### src/rtl/banco_reg_pkg.sv
// Shared types and sizes for the banco_reg register file.
//   WIDTH  : data width of each register and of the read/write data ports
//   DEPTH  : number of registers (power of two)
//   AW     : address width, derived from DEPTH
//   word_t : one register / data-port word
//   addr_t : one register address
package banco_reg_pkg;

    localparam int unsigned WIDTH = 8;
    localparam int unsigned DEPTH = 8;
    localparam int unsigned AW    = $clog2(DEPTH);

    typedef logic [WIDTH-1:0] word_t;
    typedef logic [AW-1:0]    addr_t;

endpackage : banco_reg_pkg

### src/rtl/banco_reg.sv
// banco_reg: 8 x 8-bit register file beside the ALU.
// Two combinational read ports and one synchronous write port.
// Register 0 is a real flop that is cleared by reset and never written,
// so it always reads zero yet stays visible in regs[0].
// Ports:
//   clk   in   rising-edge clock for all state
//   reset in   synchronous active-high clear of every register (beats a write)
//   we3   in   write enable for port 3
//   wa3   in   write address (writes to address 0 are discarded)
//   wd3   in   write data
//   ra1   in   read address, port 1
//   ra2   in   read address, port 2
//   rd1   out  regs[ra1], zero latency, no write bypass
//   rd2   out  regs[ra2], zero latency, no write bypass
module banco_reg
    import banco_reg_pkg::*;
(
    input  logic             clk,
    input  logic             reset,
    input  logic             we3,
    input  logic [AW-1:0]    wa3,
    input  logic [WIDTH-1:0] wd3,
    input  logic [AW-1:0]    ra1,
    input  logic [AW-1:0]    ra2,
    output logic [WIDTH-1:0] rd1,
    output logic [WIDTH-1:0] rd2
);

    // Register storage; regs[0] only ever receives the reset value.
    word_t regs [0:DEPTH-1];

    // Write qualifier: enabled and not targeting the hardwired-zero slot.
    logic wr_en_c;
    assign wr_en_c = we3 && (wa3 != '0);

    // Reset clears everything and takes priority over a same-edge write.
    always_ff @(posedge clk) begin
        if (reset) begin
            for (int i = 0; i < int'(DEPTH); i++) begin
                regs[i] <= '0;
            end
        end else if (wr_en_c) begin
            regs[wa3] <= wd3;
        end
    end

    // Asynchronous reads: a same-cycle write becomes visible only after the edge.
    assign rd1 = regs[ra1];
    assign rd2 = regs[ra2];

endmodule : banco_reg

### config.mk
export PLATFORM = sky130hd
export DESIGN_NAME = banco_reg
export DESIGN_NICKNAME = d
export VERILOG_FILES = /design/src/rtl/banco_reg_pkg.sv /design/src/rtl/banco_reg.sv
export SDC_FILE = /design/constraint.sdc
export NUM_CORES = 1
export LEC_CHECK = 0
export CORE_ASPECT_RATIO = 1.25
export CORE_MARGIN = 3
export CORE_UTILIZATION = 49
export CTS_CLUSTER_DIAMETER = 40
export DETAILED_ROUTE_END_ITERATION = 8
export PLACE_DENSITY = 0.7
export SYNTH_ARGS = -nofsm -noshare
export SYNTH_HDL_FRONTEND = slang
export SYNTH_SLANG_ARGS = --single-unit
### constraint.sdc
create_clock -name clk -period 3.3 [get_ports clk]
set_input_delay 0.99 -clock clk [delete_from_list [all_inputs] [get_ports clk]]
set_output_delay 0.99 -clock clk [all_outputs]
set_load 0.005 [all_outputs]
-- Word-level counts from Yosys, hierarchy flattened
Memories as Yosys holds them, arrays and structs flattened.
Cells that the tools add are included.
Widths: inputs -> output; s select.
- muxes and demuxes: 8
- div/mod/pow operators: 0
- bitwise gates (word level): 0
- shift operators: 0
- equality and inequality tests: 0
- multiply operators: 0
- reduce and logical (&&, ||, !) cells: 3
- add/sub/neg operators: 0
- $lt $le $gt $ge: 0
- operator list (kind ; number):
    $mux 8 ; 1
    $reduce_or 8->1 ; 1
    $mux 1 ; 6
    $mux 3 ; 1
    $reduce_bool 3->1 ; 1
    $logic_and 1x1->1 ; 1
- bits in latches: 0
- bits of input ports: 20
- word-level logic and storage cells: 12
- output and inout bits: 16
- flip-flop bits (word level): 0
- memory bits (read-only): 0
- memories: 1
- memory bits (writable): 64
- memories (name ; words ; width ; rd ports ; clocked after memory_dff ; wr ports ; RTL line ; text):
    regs ; 8 ; 8 ; 2 ; 0 ; 8 ; banco_reg.sv:30 ; word_t regs [0:DEPTH-1];

-- Logic depth before layout (Yosys ltp)
Gate-level depths: netlist (run 1).
- word-level depth: 7
- depth in mapped cells: 4
- gate-level depth less buffers: 2

-- Least setup slack after synthesis (run 1)
Ideal clock, no wire load.
- path kind: input -> output
- start point: input port ra2[0]
- end point: output port rd2[0]
- buffers on the path: 2
- data required time: 2.310 ns
- data arrival time: 2.034 ns
- slack: 0.276 ns
- stages on the path: 4
- path through: buf_6 buf_12 mux4_1 mux2_2
- cells in the longest elaborated chain, start to end: 1
- ends and longest elaborated chain (element ; RTL line ; text):
    start: declaration ; banco_reg.sv:24 ; input logic [AW-1:0] ra2,
    $mem_v2 8x8 ; - ;
    end: declaration ; banco_reg.sv:26 ; output logic [WIDTH-1:0] rd2
No other way between the ends.

-- Final worst setup path (run 1)
- start point: input port ra1[2]
- end point: output port rd1[3]
- cells in the longest elaborated chain, start to end: 1
- ends and longest elaborated chain (element ; RTL line ; text):
    start: declaration ; banco_reg.sv:23 ; input logic [AW-1:0] ra1,
    $mem_v2 8x8 ; - ;
    end: declaration ; banco_reg.sv:25 ; output logic [WIDTH-1:0] rd1,
No other way between the ends.

==> results of run 1 <==
cell families (layout without fill, tap and decap cells):
| family | count (synthesis) | count (layout) |
|---|---|---|
| buffers and inverters | 33 | 115 |
| muxes | 48 | 48 |
| DFF | 64 | 64 |
| and+or+nand+nor | 61 | 61 |
| other | 1 | 8 |
| AOI/OAI and AO/OA | 7 | 7 |
cells in the mapped netlist, types with 2 or more instances:
cell type | n | area share [%]
o21ai_0 | 6 | 0.86
edfxtp_1 | 64 | 55
mux2_2 | 16 | 5.2
nand2b_1 | 2 | 0.36
inv_1 | 9 | 0.97
mux4_1 | 29 | 22
buf_1 | 2 | 0.22
nor4_1 | 8 | 1.4
buf_6 | 2 | 0.65
mux4_2 | 3 | 1.9
clkbuf_1 | 12 | 1.3
buf_12 | 2 | 1.2
buf_2 | 6 | 0.86
nor3_1 | 48 | 6.9
power by group:
part           total [W]  internal, W  leakage, nW  switching [W]
clock network   0.000619     0.000338       0.0933       0.000281
registers       0.000983     0.000950        0.615      0.0000328
logic           0.000360     0.000211        0.927       0.000148
worst paths after layout:
| kind | end | start |
|---|---|---|
| worst min-delay path | regs[1][0]$_SDFFCE_PN0P_ | wd3[0] |
| worst max-delay path | rd1[3] | ra1[2] |
through the flow:
step           setup slack [ps]  total power [W]  instances  hold WS [ps]
3_5_place_dp               -706          0.00131        352          1830
4_1_cts                    -126          0.00196        392          1470
5_1_grt                   -43.4          0.00203        390          1500
6_report                  -30.9          0.00196        390          1480
3_3_place_gp               -709          0.00130        352          1820
2_1_floorplan               276          0.00115        221          1350
routing by layer:
layer / vias up / share of wire [%]
li1: 1040 / -
met5: - / 0
met4: 0 / 3.1
met1: 1184 / 36
met3: 17 / 6.5
met2: 140 / 54
cell type report:
cell class | instances | area, um^2 | area share [%]
sequential | 64 | 1920 | 43.2
inverter | 9 | 33.8 | 0.759
timing repair buffer | 91 | 851 | 19.1
clock buffer | 10 | 128 | 2.87
clock inverter | 5 | 48.8 | 1.10
tap | 87 | 109 | 2.45
multi-input combinational | 124 | 1360 | 30.5
worst max-delay path, stage by stage:
cell and delay [ps]:
buf_2 130, bufbuf_16 280, buf_4 140, mux4_2 290
mux2_2 290, clkdlybuf4s15_2 220
timing repair:
action,4_1_cts,5_1_grt
resized for setup,106,13
pin swaps,0,0
gates cloned,4,0
setup buffers,21,0
endpoints found under the setup margin,16,10
==> flow_metrics.tcl, run 1 <==
set metrics [dict create \
    status "finished with violations" \
    failed_checks "setup timing" \
    use_met1_pct 30.5 \
    io_pins 36 \
    grt_usage_pct 24.9 \
    ys.flop_type "edfxtp_1" \
    synth-compound-area-share_pct 1.08 \
    path_max_fanout 8 \
    grt_pass1_wl_um 14200 \
    start_util_pct 51.6 \
    final.setup.tns_ps -30.9 \
    yosysWarningCount 0 \
    grt_util_met2_pct 42.3 \
    cts_sinks 64 \
    synth_top_family_by_area "multiplexers" \
    final_layout_size_suffix_gt1_share_pct 41.3 \
    drtIter0Drc 183 \
    final_area_mm2 0.00445 \
    grt_max_degree 25 \
    antenna_found_initial 0 \
    synth_area_per_cell_um2 16.2 \
    met3_usage_pct 4.49 \
    viasPerCell 6.11 \
    end_kind "output port" \
    clk_root_buffer_cell "clkbuf_8" \
    gp_congestion 0.831 \
    synth_area_mm2 0.00347 \
    insertedDiodeCount 0 \
    setup_viol 1 \
    dpl_cell_area_mm2 0.00410 \
    nNetsFinal 319 \
    die_y_um 100 \
    fillers 485 \
    holdBufCountCts 0 \
    wire_per_inst_um 23.5 \
    tightest_slew_ps 583 \
    ant_nets 0 \
    fin_util_pct 66.1 \
    cts_buffer_depth 2 \
    hp-class "primary input to flop" \
    h-tree-depth 3 \
    startpoint_type "primary input" \
    fin_crit_sh_pct 101 \
    final_common_cell "edfxtp_1" \
    regMostFlops "regs" \
    synthXorXnorAreaFrac_pct 0 \
    dieArea_mm2 0.00814 \
    drtPass1Iterations 4 \
    rsz0062_at_grt "true" \
    powerDensity_mw_per_mm2 441 \
    crit_type "primary input to output port" \
    die_w_um 81.3 \
    max-slew-margin-rel_pct 61.0 \
    synth_fa_ha_area_share_pct 0 \
    layout_common_cells "edfxtp_1 (64), nor3_1 (48), buf_4 (39)" \
    vdd_drop_max_uv 383 \
    top_regs "regs: 64 flops" \
    fmax_mhz 300 \
    crit_required_ps 2310 \
    drv_slew 0 \
    arrival_ps 2340 \
    synth-edff-count 64 \
    grt_overflow_total 0 \
    finalHoldViolCount 0 \
    cts_tree "built" \
    largest_reg_flops 64 \
    seq_area_frac_synth_pct 55.3 \
    routed_wl_um 9180 \
    postLayoutSetupSlackWorst_ps -30.9 \
    num_rows 33 \
    dpl.hpwl_um 5890 \
    core_area_mm2 0.00673 \
    min_path_cells 3 \
    syn2layout_area_growth_pct 28.1 \
    period_needed_ps 3330 \
    busiest_layer "met2" \
    maxCapViolations 0 \
    synthDistinctLibCells 19 \
    synth-simple-area-share_pct 9.29 \
    numCtsBuffers 9 \
    vias 2381 \
    drc 0 \
    synth-seq-cells 64 \
    p_leak_nw 1.64 \
    netlist_instances 214 \
    grt_pass1_vias 2458 \
    io_buffers 35 \
    synthMuxAreaShare_pct 29.1 \
    clk_pin_slew_ps 70 \
    synthArstFlopShare_pct 0 \
]
Note: power is estimated with default switching activity, not from simulation.
==> run 2, diff against run 1 <==
--- a/config.mk
+++ b/config.mk
@@ -10,7 +10,7 @@
 export CORE_UTILIZATION = 49
 export CTS_CLUSTER_DIAMETER = 40
 export DETAILED_ROUTE_END_ITERATION = 8
-export PLACE_DENSITY = 0.7
+export PLACE_DENSITY = 0.72
 export SYNTH_ARGS = -nofsm -noshare
 export SYNTH_HDL_FRONTEND = slang
 export SYNTH_SLANG_ARGS = --single-unit
==> flow_metrics.tcl, run 2 (synthesized netlist as in run 1, its figures left out) <==
set metrics [dict create \
    status "finished clean" \
    drtIter0Drc 230 \
    power_w 0.00196 \
    start_util_pct 51.6 \
    fmax_mhz 306 \
    final_layout_size_suffix_gt1_share_pct 41.9 \
    routed_wl_um 8840 \
    vias 2306 \
    fillers 486 \
    drc 0 \
    maxCapViolations 0 \
    ant_nets 0 \
    gp_congestion 0.781 \
    grt_max_degree 13 \
    cts_sinks 64 \
    switching_power_w 0.000464 \
    power_frac_seq_pct 49.9 \
    num_rows 33 \
    postLayoutSetupSlackWorst_ps 33.7 \
    dpl_cell_area_mm2 0.00412 \
    switching_share_pct 23.7 \
    crit_chain "buf_8, buf_12, buf_6, mux4_2, mux2_4, clkdlybuf4s15_2" \
    path_max_fanout 7 \
    holdBufCountCts 0 \
    insertedDiodeCount 0 \
    crit_type "primary input to output port" \
    internal-power_w 0.00150 \
    clk_pin_slew_ps 70 \
    die_w_um 81.3 \
    drtPass1Iterations 4 \
    viasPerCell 6.02 \
    p_leak_nw 1.60 \
    fin_crit_sh_pct 99.0 \
    final_area_mm2 0.00443 \
    vdd_drop_max_uv 302 \
    setup_viol 0 \
    rsz0062_at_grt "false" \
    dpl.hpwl_um 5820 \
    die_y_um 100 \
    drv_slew 0 \
    largest_reg_flops 64 \
    nNetsFinal 312 \
    power_frac_clock_pct 31.5 \
    grt_overflow_total 0 \
    syn2layout_area_growth_pct 27.4 \
    io_pins 36 \
    arrival_ps 2280 \
    multi_input_area_mm2 0.00135 \
    hp-class "primary input to flop" \
    fin_util_pct 65.8 \
    powerDensity_mw_per_mm2 443 \
    cts_tree "built" \
    h-tree-depth 3 \
    place_ws_ps -743 \
    grt_pass1_wl_um 14000 \
    grt_pass1_vias 2430 \
    end_kind "output port" \
    dieArea_mm2 0.00814 \
    final_common_cell "edfxtp_1" \
    period_needed_ps 3270 \
    regMostFlops "regs" \
    worst_path_largest_cell_delay_ps 490 \
    clk_root_buffer_cell "clkbuf_8" \
    antenna_found_initial 0 \
    core_area_mm2 0.00673 \
    wire_per_inst_um 23.1 \
    slowest_stage "mux4_2" \
    crit_required_ps 2310 \
    grt_usage_pct 24.6 \
    p_comb_share_pct 18.6 \
    cts_buffer_depth 2 \
    finalHoldViolCount 0 \
    startpoint_type "primary input" \
    numCtsBuffers 9 \
    layout_common_cells "edfxtp_1 (64), nor3_1 (48), buf_4 (36)" \
    seqCellArea_mm2 0.00192 \
    io_buffers 35 \
    top_regs "regs: 64 flops" \
]
==> run 2: path summary, 6_finish.rpt <==
kind               start                       end  cells past startpoint
setup / recovery  ra2[0]                    rd2[5]                      6
hold / removal     reset  regs[0][2]$_SDFFCE_PN0P_                      1
==> run 2: layout make-up <==
| class | instances | area share [%] |
|---|---|---|
| Clock buffer | 9 | 2.80 |
| Clock inverter | 6 | 1.16 |
| Inverter | 9 | 0.763 |
| Multi-Input combinational cell | 124 | 30.4 |
| Sequential cell | 64 | 43.4 |
| Tap cell | 87 | 2.46 |
| Timing Repair Buffer | 84 | 18.9 |
==> run 2: routing by layer <==
layer / part of all wire [%] / up-vias / GRT usage, %
li1: - / 1022 / -
met1: 36 / 1156 / 30.8
met2: 54 / 111 / 41.7
met3: 7.1 / 17 / 4.67
met4: 2.6 / 0 / 9.75
met5: 0 / - / 0
==> run 2: critical path: cells and delay by family <==
| kind | cells | cell delay, ps |
|---|---|---|
| buf+inv | 4 | 510 |
| mux | 2 | 760 |
==> run 2: repair_timing <==
item                       CTS  global route
resized for setup          101            18
setup buffers               13             0
cloned                       4             0
setup endpoints to repair   16            11
==> run 2: power by group through the flow <==
stage	clock, W	combinational [W]	sequential (W)
5_1_grt	0.000663	0.000388	0.000981
3_5_place_dp	0	0.000326	0.000989
3_3_place_gp	0	0.000321	0.000985
4_1_cts	0.000624	0.000362	0.000975
2_1_floorplan	0	0.000174	0.000978
6_report	0.000618	0.000364	0.000977
==> run 2: through the flow <==
step / instances / hold WS [ps] / TNS [ps]
floorplan: 221 / 1350 / 0
global placement: 351 / 1800 / -10990
detailed placement: 351 / 1790 / -11070
CTS: 383 / 1440 / -26.8
global route: 383 / 1460 / 0
finish: 383 / 1450 / 0
